File: config.mk
export PLATFORM = sky130hd
export DESIGN_NAME = gpr_wb_ctl_flat
export DESIGN_NICKNAME = d
export VERILOG_FILES = /design/src/rtl/gpr_wb_ctl_if.sv /design/src/rtl/gpr_wb_ctl.sv /design/src/flat_wrapper.sv
export SDC_FILE = /design/constraint.sdc
export NUM_CORES = 1
export LEC_CHECK = 0
export BUFFER_PORTS_ARGS = -buffer_cell sky130_fd_sc_hd__clkbuf_2
export CORE_UTILIZATION = 47
export CTS_BUF_LIST = sky130_fd_sc_hd__clkbuf_2
export DETAILED_ROUTE_END_ITERATION = 6
export GPL_TIMING_DRIVEN = 1
export PLACE_DENSITY = 0.83
export SLEW_MARGIN = 0
export SYNTH_ARGS = -nofsm -noshare
export SYNTH_HDL_FRONTEND = slang
export SYNTH_SLANG_ARGS = --single-unit
File: constraint.sdc
create_clock -name clk -period 3.4 [get_ports clk]
set_input_delay 0.51 -clock clk [delete_from_list [all_inputs] [get_ports clk]]
set_output_delay 0.51 -clock clk [all_outputs]
set_load 0.05 [all_outputs]
File: src/rtl/gpr_wb_ctl_if.sv
// Writeback bus between the ALU/LSU requesters, the arbiter and the register-file write port.
interface gpr_wb_ctl_if;
    logic        alu_valid;
    logic [4:0]  alu_rd;
    logic [31:0] alu_data;
    logic        alu_ready;
    logic        lsu_valid;
    logic [4:0]  lsu_rd;
    logic [31:0] lsu_data;
    logic        lsu_ready;
    logic        gpr_we;
    logic [4:0]  gpr_rd;
    logic [31:0] gpr_di;
    logic        init_done;

    modport master (
        output alu_valid, alu_rd, alu_data, lsu_valid, lsu_rd, lsu_data,
        input  alu_ready, lsu_ready, gpr_we, gpr_rd, gpr_di, init_done
    );

    modport slave (
        input  alu_valid, alu_rd, alu_data, lsu_valid, lsu_rd, lsu_data,
        output alu_ready, lsu_ready, gpr_we, gpr_rd, gpr_di, init_done
    );
endinterface

File: src/rtl/gpr_wb_ctl.sv
// GPR writeback controller: clears x1..x31 after reset, then arbitrates ALU/LSU writebacks
// onto a single registered write port with a bounded-starvation LSU priority.
module gpr_wb_ctl #(
    parameter int STARVE_MAX = 3,
    parameter bit INIT_EN    = 1'b1
) (
    input  logic         clk,
    input  logic         rst,
    gpr_wb_ctl_if.slave  bus
);
    typedef enum logic {S_INIT, S_RUN} state_t;
    typedef struct packed {
        logic [4:0]  rd;
        logic [31:0] data;
    } wb_req_t;

    localparam state_t     RST_STATE  = INIT_EN ? S_INIT : S_RUN;
    localparam logic [2:0] STARVE_LIM = 3'(STARVE_MAX);

    state_t      state, state_nxt;
    logic [4:0]  cnt;
    logic [2:0]  starve_cnt;
    logic        alu_ready, lsu_ready;
    logic        alu_acc, lsu_acc;
    wb_req_t     win;
    logic        we_q;
    logic [4:0]  rd_q;
    logic [31:0] di_q;

    // Readies are gated by rst so nothing is granted while reset is held,
    // which matters when the reset state is already RUN.
    always_comb begin
        state_nxt = state;
        alu_ready = 1'b0;
        lsu_ready = 1'b0;
        case (state)
            S_INIT: if (cnt == 5'd31) state_nxt = S_RUN;
            S_RUN: begin
                if (!rst) begin
                    if (bus.alu_valid && bus.lsu_valid) begin
                        if (starve_cnt == STARVE_LIM) alu_ready = 1'b1;
                        else                          lsu_ready = 1'b1;
                    end else begin
                        alu_ready = bus.alu_valid;
                        lsu_ready = bus.lsu_valid;
                    end
                end
            end
            default: state_nxt = RST_STATE;
        endcase
    end

    assign alu_acc = bus.alu_valid && alu_ready;
    assign lsu_acc = bus.lsu_valid && lsu_ready;
    assign win     = alu_acc ? wb_req_t'{bus.alu_rd, bus.alu_data}
                             : wb_req_t'{bus.lsu_rd, bus.lsu_data};

    always_ff @(posedge clk or posedge rst) begin
        if (rst) begin
            state      <= RST_STATE;
            cnt        <= 5'd1;
            starve_cnt <= 3'd0;
            we_q       <= 1'b0;
            rd_q       <= 5'd0;
            di_q       <= 32'd0;
        end else begin
            state <= state_nxt;
            we_q  <= 1'b0;
            if (state == S_INIT) begin
                cnt  <= cnt + 5'd1;
                we_q <= 1'b1;
                rd_q <= cnt;
                di_q <= 32'd0;
            end else if (alu_acc || lsu_acc) begin
                // x0 is hardwired: the handshake completes but no write is issued
                we_q <= |win.rd;
                rd_q <= win.rd;
                di_q <= win.data;
                if (alu_acc)               starve_cnt <= 3'd0;
                else if (bus.alu_valid)    starve_cnt <= starve_cnt + 3'd1;
            end
        end
    end

    assign bus.alu_ready = alu_ready;
    assign bus.lsu_ready = lsu_ready;
    assign bus.gpr_we    = we_q;
    assign bus.gpr_rd    = rd_q;
    assign bus.gpr_di    = di_q;
    assign bus.init_done = (state == S_RUN);
endmodule

File: src/flat_wrapper.sv
// flat-port wrapper written by rule: the top's interface ports become plain ports
module gpr_wb_ctl_flat 
#(
    parameter int STARVE_MAX = 3,
    parameter bit INIT_EN    = 1'b1
)
  (clk, rst, bus_alu_valid, bus_alu_rd, bus_alu_data, bus_lsu_valid, bus_lsu_rd, bus_lsu_data, bus_alu_ready, bus_lsu_ready, bus_gpr_we, bus_gpr_rd, bus_gpr_di, bus_init_done);
  gpr_wb_ctl_if bus_i ();
  input  logic clk;
  input  logic rst;
  input wire logic [$bits(bus_i.alu_valid)-1:0] bus_alu_valid;
  input wire logic [$bits(bus_i.alu_rd)-1:0] bus_alu_rd;
  input wire logic [$bits(bus_i.alu_data)-1:0] bus_alu_data;
  input wire logic [$bits(bus_i.lsu_valid)-1:0] bus_lsu_valid;
  input wire logic [$bits(bus_i.lsu_rd)-1:0] bus_lsu_rd;
  input wire logic [$bits(bus_i.lsu_data)-1:0] bus_lsu_data;
  output wire logic [$bits(bus_i.alu_ready)-1:0] bus_alu_ready;
  output wire logic [$bits(bus_i.lsu_ready)-1:0] bus_lsu_ready;
  output wire logic [$bits(bus_i.gpr_we)-1:0] bus_gpr_we;
  output wire logic [$bits(bus_i.gpr_rd)-1:0] bus_gpr_rd;
  output wire logic [$bits(bus_i.gpr_di)-1:0] bus_gpr_di;
  output wire logic [$bits(bus_i.init_done)-1:0] bus_init_done;
  assign bus_i.alu_valid = bus_alu_valid;
  assign bus_i.alu_rd = bus_alu_rd;
  assign bus_i.alu_data = bus_alu_data;
  assign bus_i.lsu_valid = bus_lsu_valid;
  assign bus_i.lsu_rd = bus_lsu_rd;
  assign bus_i.lsu_data = bus_lsu_data;
  assign bus_alu_ready = bus_i.alu_ready;
  assign bus_lsu_ready = bus_i.lsu_ready;
  assign bus_gpr_we = bus_i.gpr_we;
  assign bus_gpr_rd = bus_i.gpr_rd;
  assign bus_gpr_di = bus_i.gpr_di;
  assign bus_init_done = bus_i.init_done;
  gpr_wb_ctl #(.STARVE_MAX(STARVE_MAX), .INIT_EN(INIT_EN)) u_core (.clk(clk), .rst(rst), .bus(bus_i));
endmodule
==> metrics.txt <==
number of antenna violations at the first check in global routing=0; static leakage=1.59 nW; unrepaired setup endpoints after global routing=no; number of buffers created by CTS=5; post-detailed-routing wire length=5610 um; count of final hold-check violations=0; top cell type's share of synthesized area=0.510; total die area=0.00508 mm2; IO Count=119; violated checks=DRC; flops & latches, synth=47; worst hold-check slack=0.278 ns; CTS hold repair buffers=0; number of antenna repair diodes=0; fraction of the cycle the final worst path needs=0.849; Post-synth top cells=68 x nand2_1, 46 x dfrtp_1, 40 x nand3_1, 9 x a22oi_1, 5 x mux2i_1; leading post-synthesis cells by cell area=dfrtp_1 51%, nand2_1 11%, nand3_1 8.9%, a22oi_1 3.0%, a22oi_2 2.2%; biggest area consumer among synthesized cells=dfrtp_1; root buffer selected by CTS=clkbuf_2; net count after synthesis=317; total congestion overflow after global routing=0; CTS Sinks=47; total setup violations reported at the end of the flow=0; number of H-tree levels=2; number of DRC violations after detailed-routing iteration 0=159; worst slew margin relative to its limit=0.460; layer with the highest usage after global routing=met2; Fmax=0.347 GHz; Peak supply drop=0.210 mV; cell area after synthesis=0.00226 mm2; HPWL reported at the end of detailed placement=4240 um; largest fanout on the critical path=34; Post-Synthesis Cells=235; EDFF count, synth=0; clock tree from TritonCTS=yes; via count=roughly 2,100; # resized after CTS=0; Worst setup EP type=primary output; synth-to-layout area growth=28.0%; floorplan die height=about 71 um; row count=24; Setup Crit Path Kind=reg2out; R2R setup slack=~1.3 ns; post-route clock skew=0.00946 ns; Nets=433; clock slew at reported path FFs=0.22 ns; max-cap violations=0; number of detailed-route iterations in the first pass=7; pin count of the biggest net entering global routing=48; library cell with the highest instance count after synthesis=nand2_1; library cells used by synthesis=35; global routing usage on met2=0.380; global routing met1 resource utilization=0.279; # port buffers=~120; die boundary width=71.3 um; post-layout min period=2.89 ns; wire length of the first global-routing pass=8850 um; pin slew with the least headroom to its limit=0.809 ns; all-layer global routing usage=0.225; category of the worst setup path launch point=register; Placeable Area=around 0.0045 mm2; YS warnings=0; weighted congestion reported at the end of routability-driven placement=0.818; final routed DRC violation total=13; number of global-route vias before repair=just under 2,000; Max Buffers Root-to-Sink=2; Seq/Total Area, Yosys=0.522; Main synth FF type=dfrtp_1; starting density of the core=0.504; Power Dens Cells=approximately 480 mW/mm2; Final Max Slew Viols=0; number of antenna-violating nets in the routed design=0; detail-routed net length per standard cell=roughly 14 um; met3 capacity usage during global routing=0.0605; setup TNS=0 ns; fraction of layout cells with a size suffix above 1=0.403; mean area per synthesized cell=9.60 um2; Hold/Removal Path Class=in2reg; Synth async-reset ratio=1.00; Worst EP required=2.89 ns; status=complete, but fails checks; routed vias/inst=5.24; Post-CTS Setup Bufs=0; insertion delay of the later-clocked pin in the worst-skew pair=0.40 ns; arrival time reported for the critical path endpoint=~2.4 ns
==> power by group <==
part	total (mW)	leakage (nW)	switching [mW]	internal, mW
Combinational	0.492	0.990	0.361	0.131
Clock	0.215	0.0241	0.170	0.0458
Sequential	0.667	0.578	0.0405	0.626
==> stage by stage <==
step	area (um2)	std cells	setup slack, ns	power [mW]	utilization
after detailed placement	2850	396	0.983	1.17	0.636
after global placement	2850	396	1.03	1.16	0.636
after floorplan	2260	235	1.31	1.03	-
after global routing	2890	404	0.331	1.44	0.645
after CTS	2890	404	0.483	1.39	0.645
final	2890	404	0.515	1.37	0.645
==> final timing paths <==
| check | end | startpoint | depth (start not counted) |
|---|---|---|---|
| setup / recovery | bus_alu_ready | u_core.starve_cnt[0] | 6 |
| hold / removal | u_core.bus.gpr_di[28] | bus_alu_data[28] | 3 |
| setup reg to reg | u_core.bus.gpr_we | u_core.starve_cnt[0] | 7 |
| hold reg to reg | u_core.bus.gpr_di[25] | u_core.bus.gpr_di[25] | 2 |
| max in group asynchronous | u_core.cnt[0] | rst | 3 |
| min in group asynchronous | u_core.starve_cnt[2] | rst | 3 |
==> routing by layer <==
metal  vias to the layer above  share of wire
li1                       1040              -
met1                       958           0.42
met2                       100           0.48
met3                        20          0.075
met4                         0          0.026
met5                         -              0
==> state kept, by name, indices dropped and copies added (netlist names) <==
register and count:
u_core.bus.init_done 1, u_core.starve_cnt 3, u_core.bus.gpr_we 1, u_core.bus.gpr_rd 5, u_core.cnt 5, u_core.bus.gpr_di 32
==> layout by cell type, fill, tap and decap left out, drive strengths merged <==
master    Yosys  final
inv           5      5
mux2          2      2
a31oi         1      1
a21oi         4      4
dfrtp        46     46
buf          10      3
and3          2      2
or2           1      1
nor3          3      3
or4           2      2
and2          1      1
mux2i         5      5
nand2        68     68
o21ai         4      4
a21o          1      1
ha            4      4
clkbuf        2    123
dfstp         1      1
o31ai         2      2
nand3        41     41
o21bai        1      1
a2111oi       1      1
clkinv        0      2
xnor2         3      3
nor2b         3      3
o22ai         3      3
clkinvlp      0      1
a22oi        13     13
nor2          4      4
nand3b        1      1
nand2b        1      1
==> cells by family (layout without fill, tap and decap cells) <==
kind of cell               count (synthesis)  in the layout  synth area share
muxes                                      7              7            0.0322
adders and majority gates                  4              4            0.0222
buffers and inverters                     17            134            0.0466
and+or+nand+nor                          127            127             0.254
AOI/OAI and AO/OA                         30             30             0.111
xor gates and xnor gates                   3              3            0.0116
DFF                                       47             47             0.522
==> worst max-delay path, cell delays in order (launching register included) <==
cell	delay, ns
dfrtp_1	0.42
ha_1	0.15
ha_1	0.22
nand2b_1	0.22
nand3_2	0.11
inv_2	0.46
clkbuf_2	0.38
==> cell type report <==
type / count / area, um2
Clock buffer: 5 / 25.0
Clock inverter: 3 / 15.0
Fill cell: 391 / 1590
Inverter: 5 / 18.8
Multi-Input combinational cell: 171 / 973
Sequential cell: 47 / 1180
Tap cell: 52 / 65.1
Timing Repair Buffer: 121 / 613
Note: power is estimated with default switching activity, not from simulation.
